## config.mk

```make
export PLATFORM = sky130hd
export DESIGN_NAME = exit_gate_controller
export DESIGN_NICKNAME = d
export VERILOG_FILES = /design/src/rtl/exit_gate_controller_pkg.sv /design/src/rtl/exit_gate_controller_capacity_counter.sv /design/src/rtl/exit_gate_controller.sv
export SDC_FILE = /design/constraint.sdc
export NUM_CORES = 1
export LEC_CHECK = 0
export BUFFER_PORTS_ARGS = -buffer_cell sky130_fd_sc_hd__buf_2
export CORE_ASPECT_RATIO = 0.9
export CORE_UTILIZATION = 45
export DETAILED_ROUTE_END_ITERATION = 7
export PLACE_DENSITY = 0.66
export SYNTH_ARGS = -nofsm -noshare
export SYNTH_HDL_FRONTEND = slang
export SYNTH_HIERARCHICAL = 1
export SYNTH_SLANG_ARGS = --single-unit
```

## constraint.sdc

```tcl
create_clock -name clk -period 2.7 [get_ports clk]
set_input_delay 0.675 -clock clk [delete_from_list [all_inputs] [get_ports clk]]
set_output_delay 0.675 -clock clk [all_outputs]
set_load 0.02 [all_outputs]
```

## src/rtl/exit_gate_controller_pkg.sv

```systemverilog
// Shared definitions for the parking gate blocks: counter sizing defaults,
// barrier state encodings and the timer width helper.
package exit_gate_controller_pkg;

    localparam int CAP_W_DEF        = 8;
    localparam int MAX_CAPACITY_DEF = 200;

    typedef enum logic [1:0] {
        ST_IDLE    = 2'd0,
        ST_VERIFY  = 2'd1,
        ST_OPEN    = 2'd2,
        ST_RELEASE = 2'd3
    } state_t;

    // Width able to hold the largest timeout minus one; at least one bit.
    function automatic int timer_width(input int pay_timeout, input int gate_timeout);
        int longest;
        longest = (pay_timeout > gate_timeout) ? pay_timeout : gate_timeout;
        if (longest < 2) begin
            return 1;
        end
        return $clog2(longest);
    endfunction

endpackage

```

## src/rtl/exit_gate_controller_capacity_counter.sv

```systemverilog
// Up/down saturating free-space counter. Simultaneous inc and dec cancel;
// steps that would pass either bound are dropped.
module exit_gate_controller_capacity_counter
    import exit_gate_controller_pkg::*;
#(
    parameter int CAP_W        = CAP_W_DEF,
    parameter int MAX_CAPACITY = MAX_CAPACITY_DEF
) (
    input  logic             clk,
    input  logic             rst,
    input  logic             inc,
    input  logic             dec,
    output logic [CAP_W-1:0] count,
    output logic             full
);

    localparam logic [CAP_W-1:0] MAX_VAL = CAP_W'(MAX_CAPACITY);
    localparam logic [CAP_W-1:0] ONE     = CAP_W'(1);

    always_ff @(posedge clk or posedge rst) begin
        if (rst) begin
            count <= MAX_VAL;
        end else if (inc && !dec) begin
            if (count != MAX_VAL) begin
                count <= count + ONE;
            end
        end else if (dec && !inc) begin
            if (count != '0) begin
                count <= count - ONE;
            end
        end
    end

    assign full = (count == '0);

endmodule

```

## src/rtl/exit_gate_controller.sv

```systemverilog
// Exit barrier sequencer (detect -> verify ticket -> open -> release) and the
// owner of the free-space counter that the entry side reads.
module exit_gate_controller
    import exit_gate_controller_pkg::*;
#(
    parameter int CAP_W        = CAP_W_DEF,
    parameter int MAX_CAPACITY = MAX_CAPACITY_DEF,
    parameter int PAY_TIMEOUT  = 64,
    parameter int GATE_TIMEOUT = 32
) (
    input  logic             clk,
    input  logic             rst,
    input  logic             exit,
    input  logic             ticket_valid,
    input  logic             ticket_invalid,
    input  logic             car_passed,
    input  logic             entry_taken,
    output logic             gate_open,
    output logic [CAP_W-1:0] parking_capacity,
    output logic             full,
    output logic             exit_error,
    output state_t           fsm_state
);

    localparam int TW = timer_width(PAY_TIMEOUT, GATE_TIMEOUT);
    localparam logic [TW-1:0] PAY_LAST  = TW'(PAY_TIMEOUT - 1);
    localparam logic [TW-1:0] GATE_LAST = TW'(GATE_TIMEOUT - 1);
    localparam logic [TW-1:0] TICK      = TW'(1);

    state_t        state;
    logic          armed;
    logic [TW-1:0] timer;

    // armed drops after each completed or failed pass so a car still sitting
    // on the sensor cannot trigger a second verification.
    always_ff @(posedge clk or posedge rst) begin
        if (rst) begin
            state      <= ST_IDLE;
            armed      <= 1'b1;
            timer      <= '0;
            gate_open  <= 1'b0;
            exit_error <= 1'b0;
        end else begin
            exit_error <= 1'b0;
            case (state)
                ST_IDLE: begin
                    gate_open <= 1'b0;
                    timer     <= '0;
                    if (exit && armed) begin
                        state <= ST_VERIFY;
                    end else if (!exit) begin
                        armed <= 1'b1;
                    end
                end
                ST_VERIFY: begin
                    if (ticket_valid) begin
                        state     <= ST_OPEN;
                        gate_open <= 1'b1;
                        timer     <= '0;
                    end else if (ticket_invalid || timer == PAY_LAST) begin
                        state      <= ST_IDLE;
                        exit_error <= 1'b1;
                        armed      <= 1'b0;
                        timer      <= '0;
                    end else if (!exit) begin
                        state <= ST_IDLE;
                        timer <= '0;
                    end else begin
                        timer <= timer + TICK;
                    end
                end
                ST_OPEN: begin
                    if (car_passed) begin
                        state     <= ST_RELEASE;
                        gate_open <= 1'b0;
                        timer     <= '0;
                    end else if (timer == GATE_LAST) begin
                        // Car backed away: close without touching the count.
                        state      <= ST_IDLE;
                        gate_open  <= 1'b0;
                        exit_error <= 1'b1;
                        timer      <= '0;
                    end else begin
                        timer <= timer + TICK;
                    end
                end
                ST_RELEASE: begin
                    state     <= ST_IDLE;
                    gate_open <= 1'b0;
                    armed     <= 1'b0;
                    timer     <= '0;
                end
                default: begin
                    state     <= ST_IDLE;
                    gate_open <= 1'b0;
                    timer     <= '0;
                end
            endcase
        end
    end

    assign fsm_state = state;

    exit_gate_controller_capacity_counter #(
        .CAP_W        (CAP_W),
        .MAX_CAPACITY (MAX_CAPACITY)
    ) u_capacity (
        .clk   (clk),
        .rst   (rst),
        .inc   (state == ST_RELEASE),
        .dec   (entry_taken),
        .count (parking_capacity),
        .full  (full)
    );

endmodule
```

==> results.json, run 1 <==
{
  "status": "completed",
  "synth-seq-cells": 19,
  "cellLeakagePower_nw": 0.681,
  "synth-edff-count": 0,
  "cp.arrival_ns": 2.70,
  "antenna_found_initial": 0,
  "holdCritPathClass": "in -> async",
  "yosys.area.top_type": "dfrtp_1",
  "vias": 1036,
  "finalMaxSlewViolations": 0,
  "cts.sinks": 19,
  "yosysUniqueCellTypes": 41,
  "critPathLaunch": "fsm_state[0]",
  "tightest_slew_ns": 0.445,
  "layout_min_cycle_time_ns": 2.45,
  "htreeDepth": 1,
  "worstPathMaxFanout": 9,
  "ys_warn_count": 6,
  "gp_congestion": 0.840,
  "die_h_um": 53.3,
  "switching_share": 0.450,
  "syn_inst": 129,
  "drc": 0,
  "grt_pass1_wl_mm": 4.41,
  "p_per_area_mw_per_mm2": 1200,
  "total_power_mw": 1.80,
  "grt_max_degree": 12,
  "ant_nets": 0,
  "drt_iter0_markers": 36,
  "p_sw_mw": 0.810,
  "root_buffer": "clkbuf_4",
  "synth.area.top_cells": "dfrtp_1 29%, ha_1 11%, dfstp_2 8.0%",
  "die_area_mm2": 0.00314,
  "p_int_mw": 0.989,
  "max-cap-violations": 0,
  "n_antenna_cell": 0,
  "seqPwrFrac": 0.292,
  "async_flop_share": 1.00,
  "clkTransAtPathRegs_ns": 0.11,
  "clock_power_share": 0.080,
  "syn_avg_cell_area_um2": 10.2,
  "p_comb_frac": 0.628,
  "cts.hold.buffers_added": 0,
  "fp-row-count": 18,
  "cts_resized": 0,
  "worstSkewPairLatency_ns": 0.29,
  "wl_mm": 2.56,
  "grt_setup_unrepaired": "false",
  "hold_slack_ns": 0.330,
  "overflow": 0,
  "max_slew_margin": 0.703,
  "numCtsBuffers": 3,
  "cp.required_ns": 2.95,
  "clock.fmax_ghz": 0.408,
  "wire_per_inst_um": 13.3,
  "grt_pass1_vias": 986,
  "critical_path_class": "reg -> reg",
  "port_buffers": 19,
  "yosysSeqAreaShare": 0.365,
  "synth_area_mm2": 0.00132,
  "syn-num-nets": 149,
  "setup_viol": 0,
  "post_cts_buffers": 0,
  "crit_path_end_kind": "flop",
  "detail_route.vias_per_cell": 5.37,
  "start_kind": "flop",
  "drive_gt1_frac": 0.255,
  "tritoncts": "built",
  "first_pass_iters": 4,
  "dp.final_hpwl_mm": 1.98,
  "syn_to_final_growth_pct": 13.6,
  "grtUsageTotal": 0.190,
  "start_util": 0.475,
  "clock_path_buffers": 2,
  "synth.top_cell.area_share": 0.285,
  "final_cell_mix": "19 x buf_2, 15 x dfrtp_1, 14 x nor2_1",
  "skew_ns": 0.00594,
  "io_pins": 20,
  "r2r-start": "fsm_state[0]",
  "vdd_drop_max_uv": 487,
  "die_w_um": 59.0,
  "final_common_cell": "buf_2",
  "ys_dominant_reg_cell": "dfrtp_1",
  "final_nets": 174,
  "hold_viol": 0,
  "fin_crit_sh": 0.908,
  "setup_tns_ns": 0,
  "core_mm2": 0.00277
}
registers in the layout, summed over array words and instances, names as in the netlist:
name	count
u_capacity/count	8
timer	6
fsm_state	2
armed	1
exit_error	1
gate_open	1
Yosys cell counts (all sizes together), types with 2 or more instances:
master / n
nand2b: 3
xor2: 4
and2: 3
a21o: 5
or3: 2
nor2: 14
nor3: 2
inv: 9
a21oi: 11
mux2: 4
ha: 12
a211oi: 3
nand3: 3
o21ai: 3
nand2: 8
xnor2: 6
a221oi: 2
dfrtp: 15
dfstp: 4
area by class of cell:
class | count | area, µm²
Timing Repair Buffer | 20 | 103
Sequential cell | 19 | 480
Clock buffer | 4 | 26.3
Fill cell | 253 | 1280
Inverter | 9 | 33.8
Multi-Input combinational cell | 101 | 801
Tap cell | 40 | 50.0
routing by layer:
metal | track usage | share of wire
met1 | 0.265 | 0.51
met2 | 0.299 | 0.44
met3 | 0.0440 | 0.035
met4 | 0.0357 | 0.0098
met5 | 0 | 0
kinds of logic after synthesis:
logic type	share of synthesized area
compound gates	0.206
buf+inv	0.0257
fa+ha+maj	0.129
mux	0.0533
xor+xnor	0.0666
flops	0.365
simple gates	0.153
worst paths after layout:
path / slack (ns) / end / depth (start not counted)
max: 0.25 / u_capacity/count[7] / 9
max reg2reg: 0.25 / u_capacity/count[7] / 9
max in group asynchronous: 2.00 / armed / 2
min: 0.33 / u_capacity/count[1] / 2
min reg2reg: 0.49 / timer[0] / 1
min in group clk: 0.49 / timer[0] / 1
power by group through the flow:
stage | sequential [mW] | clock [mW] | combinational, mW
final | 0.526 | 0.144 | 1.13
after global routing | 0.547 | 0.161 | 1.25
after CTS | 0.527 | 0.151 | 1.13
after detailed placement | 0.533 | 0 | 1.12
after global placement | 0.530 | 0 | 1.09
after floorplan | 0.619 | 0 | 0.775
worst max-delay path, stage by stage, from the launching register on:
cell,delay (ns)
dfrtp_1,0.43
ha_1,0.24
ha_1,0.21
inv_1,0.24
ha_1,0.31
o211ai_1,0.12
o21ai_1,0.29
a221oi_1,0.14
a221oi_1,0.25
and2_1,0.17
stage by stage:
| stage | instance area [µm²] | cells | setup WS (ns) | utilization |
|---|---|---|---|---|
| 3_5_place_dp | 1470 | 189 | 0.149 | 0.530 |
| 3_3_place_gp | 1470 | 189 | 0.201 | 0.530 |
| 2_1_floorplan | 1320 | 129 | 0.278 | - |
| 5_1_grt | 1490 | 193 | 0.128 | 0.539 |
| 6_report | 1490 | 193 | 0.248 | 0.539 |
| 4_1_cts | 1490 | 193 | 0.280 | 0.539 |
(Power assumes the default switching activity.)
==> run 2, diff against run 1 <==
==> constraint.sdc (replaced) <==
create_clock -name clk -period 2.7 [get_ports clk]
set_input_delay 0 -clock clk [delete_from_list [all_inputs] [get_ports clk]]
set_output_delay 0 -clock clk [all_outputs]
set_load 0.02 [all_outputs]
==> results.json, run 2 (synthesized netlist as in run 1, its figures left out) <==
{
  "status": "completed",
  "drt_iter0_markers": 29,
  "cp_slowest_stage_delay_ns": 0.45,
  "endpoint": "u_capacity/count[6]",
  "grt_pass1_wl_mm": 4.26,
  "crit_top_cell": "ha_1",
  "cts.sinks": 19,
  "die_w_um": 59.0,
  "core_mm2": 0.00277,
  "r2r-start": "fsm_state[0]",
  "critPathLaunch": "fsm_state[0]",
  "antenna_found_initial": 0,
  "syn_to_final_growth_pct": 14.7,
  "cp.required_ns": 2.93,
  "drc": 0,
  "final_cell_mix": "19 x buf_2, 15 x dfrtp_1, 14 x nor2_1",
  "setup_tns_ns": 0,
  "crit_path_end_kind": "flop",
  "ant_nets": 0,
  "final_common_cell": "buf_2",
  "die_h_um": 53.3,
  "dp.final_hpwl_mm": 1.94,
  "clock.fmax_ghz": 0.394,
  "grtUsageTotal": 0.183,
  "max_slew_margin": 0.718,
  "p_sw_mw": 0.817,
  "n_fill_cell": 267,
  "skew_ns": 0.00883,
  "hold_viol": 0,
  "setup_viol": 0,
  "die_area_mm2": 0.00314,
  "switching_share": 0.453,
  "max-cap-violations": 0,
  "p_comb_frac": 0.623,
  "start_util": 0.475,
  "p_int_mw": 0.985,
  "io_pins": 20,
  "post-place-ws_ns": 0.136,
  "fin_ws_ns": 0.159,
  "grt_max_degree": 12,
  "vdd_drop_max_uv": 587,
  "regMostFlops": "u_capacity/count",
  "layout_min_cycle_time_ns": 2.54,
  "drive_gt1_frac": 0.260,
  "clock_power_share": 0.082,
  "root_buffer": "clkbuf_4",
  "port_buffers": 19,
  "regArea_um2": 480,
  "start_kind": "flop",
  "largest_reg_flops": 8,
  "worstPathMaxFanout": 9,
  "grt_setup_unrepaired": "false",
  "vias": 996,
  "detail_route.vias_per_cell": 5.13,
  "tritoncts": "built",
  "numCtsBuffers": 3,
  "finalMaxSlewViolations": 0,
  "multi_input_area_um2": 801,
  "gp_congestion": 0.845,
  "cp_cell_sequence": "ha_1 > ha_1 > inv_2 > fa_1 > a211oi_1 > o21bai_1 > a21oi_1 > xnor2_1 > mux2_4",
  "n_antenna_cell": 0,
  "clock_path_buffers": 2,
  "p_per_area_mw_per_mm2": 1200,
  "first_pass_iters": 4,
  "instances_no_fill": 194,
  "final_nets": 175,
  "htreeDepth": 1,
  "fp-row-count": 18,
  "placed_cells": 188,
  "cp.arrival_ns": 2.77,
  "worst-r2r-setup-slack_ns": 0.16,
  "overflow": 0,
  "seqPwrFrac": 0.294,
  "worst-r2r-cell-count": 9,
  "grt_pass1_vias": 959,
  "wl_mm": 2.56,
  "clkTransAtPathRegs_ns": 0.12,
  "holdCritPathClass": "in -> reg",
  "worst_path_max_delay_cell": "fa_1",
  "cellLeakagePower_nw": 0.687,
  "reg2reg_to": "u_capacity/count[6]",
  "fin_crit_sh": 0.941,
  "critical_path_class": "reg -> reg",
  "wire_per_inst_um": 13.2,
  "tightest_slew_ns": 0.423,
  "worstSkewPairLatency_ns": 0.30
}
[run 2: cell count changes in the layout (fill, tap and decap cells not counted)]
cell | previous run | this run
inv_1 | 9 | 8
inv_2 | 0 | 1
dlygate4sd3_1 | 0 | 2
clkinv_2 | 0 | 1
clkbuf_1 | 1 | 0
buf_4 | 1 | 0
[run 2: how the worst min path moves through the flow]
| stage | from | to | depth (start not counted) |
|---|---|---|---|
| floorplan | rst | u_capacity/count[0] | 1 |
| global placement | rst | u_capacity/count[5] | 2 |
| detailed placement | rst | u_capacity/count[5] | 2 |
| CTS | ticket_valid | gate_open | 3 |
| global route | ticket_valid | gate_open | 3 |
| finish | ticket_valid | gate_open | 3 |
[run 2: critical path, delay by kind of cell (launching register included)]
| kind | cells | cell delay (ns) |
|---|---|---|
| XOR/XNOR | 1 | 0.10 |
| adder cells (fa/ha/maj) | 3 | 0.94 |
| AO/OA/AOI/OAI | 3 | 0.59 |
| multiplexers | 1 | 0.26 |
| buffers and inverters | 1 | 0.14 |
| flip-flops | 1 | 0.43 |
[run 2: through the flow]
step / util / hold slack [ns] / cell area [µm²] / total power [mW]
2_1_floorplan: - / -0.186 / 1320 / 1.39
6_report: 0.544 / 0.0435 / 1510 / 1.80
3_5_place_dp: 0.527 / -0.0107 / 1460 / 1.65
4_1_cts: 0.544 / 0.0336 / 1510 / 1.81
3_3_place_gp: 0.527 / -0.0161 / 1460 / 1.62
5_1_grt: 0.544 / 0.0537 / 1510 / 1.96
[run 2: per-layer routing]
metal / global-route usage / wire length (µm)
met5: 0 / 0
met4: 0.0595 / 15
met3: 0.0220 / 74
met2: 0.288 / 1090
met1: 0.260 / 1380
[run 2: power groups by stage]
stage	Clock [mW]	Sequential, mW	Combinational (mW)
3_5_place_dp	0	0.538	1.11
5_1_grt	0.160	0.554	1.25
6_report	0.148	0.531	1.12
4_1_cts	0.155	0.534	1.12
2_1_floorplan	0	0.619	0.775
3_3_place_gp	0	0.528	1.09
[run 2: repair_timing]
item,in CTS,in global routing
setup buffers,0,0
endpoints found under the hold margin,19,0
gates resized for setup,0,1
endpoints found under the setup margin,0,1
hold buffers,2,0
[run 2: area by class of cell]
class                           count  share of cell area
Clock buffer                        3              0.0149
Clock inverter                      1             0.00332
Inverter                            9              0.0224
Multi-Input combinational cell    101               0.531
Sequential cell                    19               0.319
Tap cell                           40              0.0332
Timing Repair Buffer               21              0.0763
==> run 3, diff against run 2 <==
--- a/config.mk
+++ b/config.mk
@@ -8,8 +8,11 @@
 export BUFFER_PORTS_ARGS = -buffer_cell sky130_fd_sc_hd__buf_2
 export CORE_ASPECT_RATIO = 0.9
 export CORE_UTILIZATION = 45
+export CTS_CLUSTER_DIAMETER = 50
 export DETAILED_ROUTE_END_ITERATION = 7
+export GPL_TIMING_DRIVEN = 0
 export PLACE_DENSITY = 0.66
+export REMOVE_ABC_BUFFERS = 1
 export SYNTH_ARGS = -nofsm -noshare
 export SYNTH_HDL_FRONTEND = slang
 export SYNTH_HIERARCHICAL = 1
==> results.json, run 3 (synthesized netlist as in run 1, its figures left out) <==
{
  "final_common_cell": "buf_2",
  "crit_top_cell": "ha_1",
  "critical_path.top_delay_family": "adder cells",
  "skew_ns": 0.00652,
  "cellLeakagePower_nw": 0.687,
  "multi_input_area_um2": 801,
  "n_fill_cell": 266,
  "max-cap-violations": 0,
  "gp_congestion": 0.811,
  "cp.arrival_ns": 2.73,
  "status": "completed",
  "p_per_area_mw_per_mm2": 1200,
  "grt_pass1_vias": 940,
  "final_cell_mix": "19 x buf_2, 15 x dfrtp_1, 14 x nor2_1",
  "regArea_um2": 480,
  "grt_pass1_wl_mm": 4.29,
  "cp.buffers_inverters": 1,
  "worstSkewPairLatency_ns": 0.30,
  "fp-row-count": 18,
  "worstPathMaxFanout": 9,
  "min_path_cells": 3,
  "cp_slowest_stage_delay_ns": 0.45,
  "grt_max_degree": 12,
  "cts.sinks": 19,
  "root_buffer": "clkbuf_4",
  "drt_iter0_markers": 35,
  "vias": 1009,
  "overflow": 0,
  "post-place-ws_ns": 0.162,
  "worst-r2r-cell-count": 9,
  "wire_per_inst_um": 13.3,
  "start_kind": "flop",
  "max_slew_margin": 0.710,
  "port_buffers": 19,
  "drc": 0,
  "clkTransAtPathRegs_ns": 0.12,
  "setup_tns_ns": 0,
  "n_antenna_cell": 0,
  "cp.depth": 9,
  "vdd_drop_max_uv": 512,
  "worst_path_max_delay_cell": "fa_1",
  "cp.required_ns": 2.93,
  "io_pins": 20,
  "grt_setup_unrepaired": "false",
  "regMostFlops": "u_capacity/count",
  "finalMaxSlewViolations": 0,
  "wl_mm": 2.58,
  "tritoncts": "built",
  "cp_cell_sequence": "ha_1 > ha_1 > inv_2 > fa_1 > a211oi_1 > o21bai_1 > a21oi_1 > xnor2_1 > mux2_4",
  "critical_path_class": "reg -> reg",
  "fin_ws_ns": 0.200,
  "detail_route.vias_per_cell": 5.20,
  "syn_to_final_growth_pct": 14.7,
  "holdCritPathClass": "in -> reg",
  "fin_crit_sh": 0.926,
  "die_w_um": 59.0,
  "clock_path_buffers": 2,
  "ant_nets": 0,
  "final_nets": 175,
  "tightest_slew_ns": 0.435,
  "start_util": 0.475,
  "layout_min_cycle_time_ns": 2.50,
  "largest_reg_flops": 8,
  "setup_viol": 0,
  "grtUsageTotal": 0.186,
  "htreeDepth": 1,
  "core_mm2": 0.00277,
  "first_pass_iters": 4,
  "crit_path_end_kind": "flop",
  "antenna_found_initial": 0,
  "drive_gt1_frac": 0.260,
  "dp.final_hpwl_mm": 1.94,
  "die_area_mm2": 0.00314,
  "numCtsBuffers": 3,
  "die_h_um": 53.3,
  "hold_viol": 0,
  "clock.fmax_ghz": 0.400
}
[run 3: cell counts in the layout (fill, tap and decap cells not counted)]
No cell type changed its count.
[run 3: per-layer routing]
| metal | track usage | part of all wire |
|---|---|---|
| met1 | 0.276 | 0.54 |
| met2 | 0.278 | 0.44 |
| met3 | 0.0220 | 0.021 |
| met4 | 0.0595 | 0.0039 |
| met5 | 0 | 0 |
[run 3: final cells by class]
cell class	count	share of cell area
timing repair buffer	21	0.0763
tap	40	0.0332
clock buffer	3	0.0149
sequential	19	0.319
multi-input combinational	101	0.531
clock inverter	1	0.00332
inverter	9	0.0224
[run 3: timing repair]
item / in CTS / in global routing
hold buffers: 2 / 0
setup buffers: 0 / 0
setup endpoints to repair: 0 / 2
endpoints found under the hold margin: 19 / 0
gates resized for setup: 0 / 1
[run 3: worst register-to-register path: stages (launching register included)]
cell and delay, ns:
dfrtp_1 0.43, ha_1 0.21, ha_1 0.29, inv_2 0.15
fa_1 0.46, a211oi_1 0.25, o21bai_1 0.10, a21oi_1 0.19
xnor2_1 0.09, mux2_4 0.26
[run 3: per-stage QoR]
stage          utilization  cell area, µm²  power (mW)  instances  hold slack (ns)
6_report             0.544            1510        1.80        194           0.0512
5_1_grt              0.544            1510        1.98        194           0.0565
4_1_cts              0.544            1510        1.81        194           0.0363
3_5_place_dp         0.527            1460        1.65        188          -0.0182
3_3_place_gp         0.527            1460        1.61        188          -0.0182
2_1_floorplan            -            1320        1.39        129           -0.186
[run 3: report_power, final]
group	internal [mW]	switching [mW]	total, mW
clock network	0.0551	0.0916	0.147
logic	0.521	0.608	1.13
registers	0.411	0.117	0.527
[run 3: final timing paths]
path	to	startpoint	slack, ns
setup / recovery	u_capacity/count[6]	fsm_state[0]	0.20
hold / removal	gate_open	ticket_valid	0.05
setup reg to reg	u_capacity/count[6]	fsm_state[0]	0.20
hold reg to reg	timer[0]	timer[0]	0.49
max in group asynchronous	armed	rst	2.14
min in group asynchronous	u_capacity/count[4]	rst	0.19
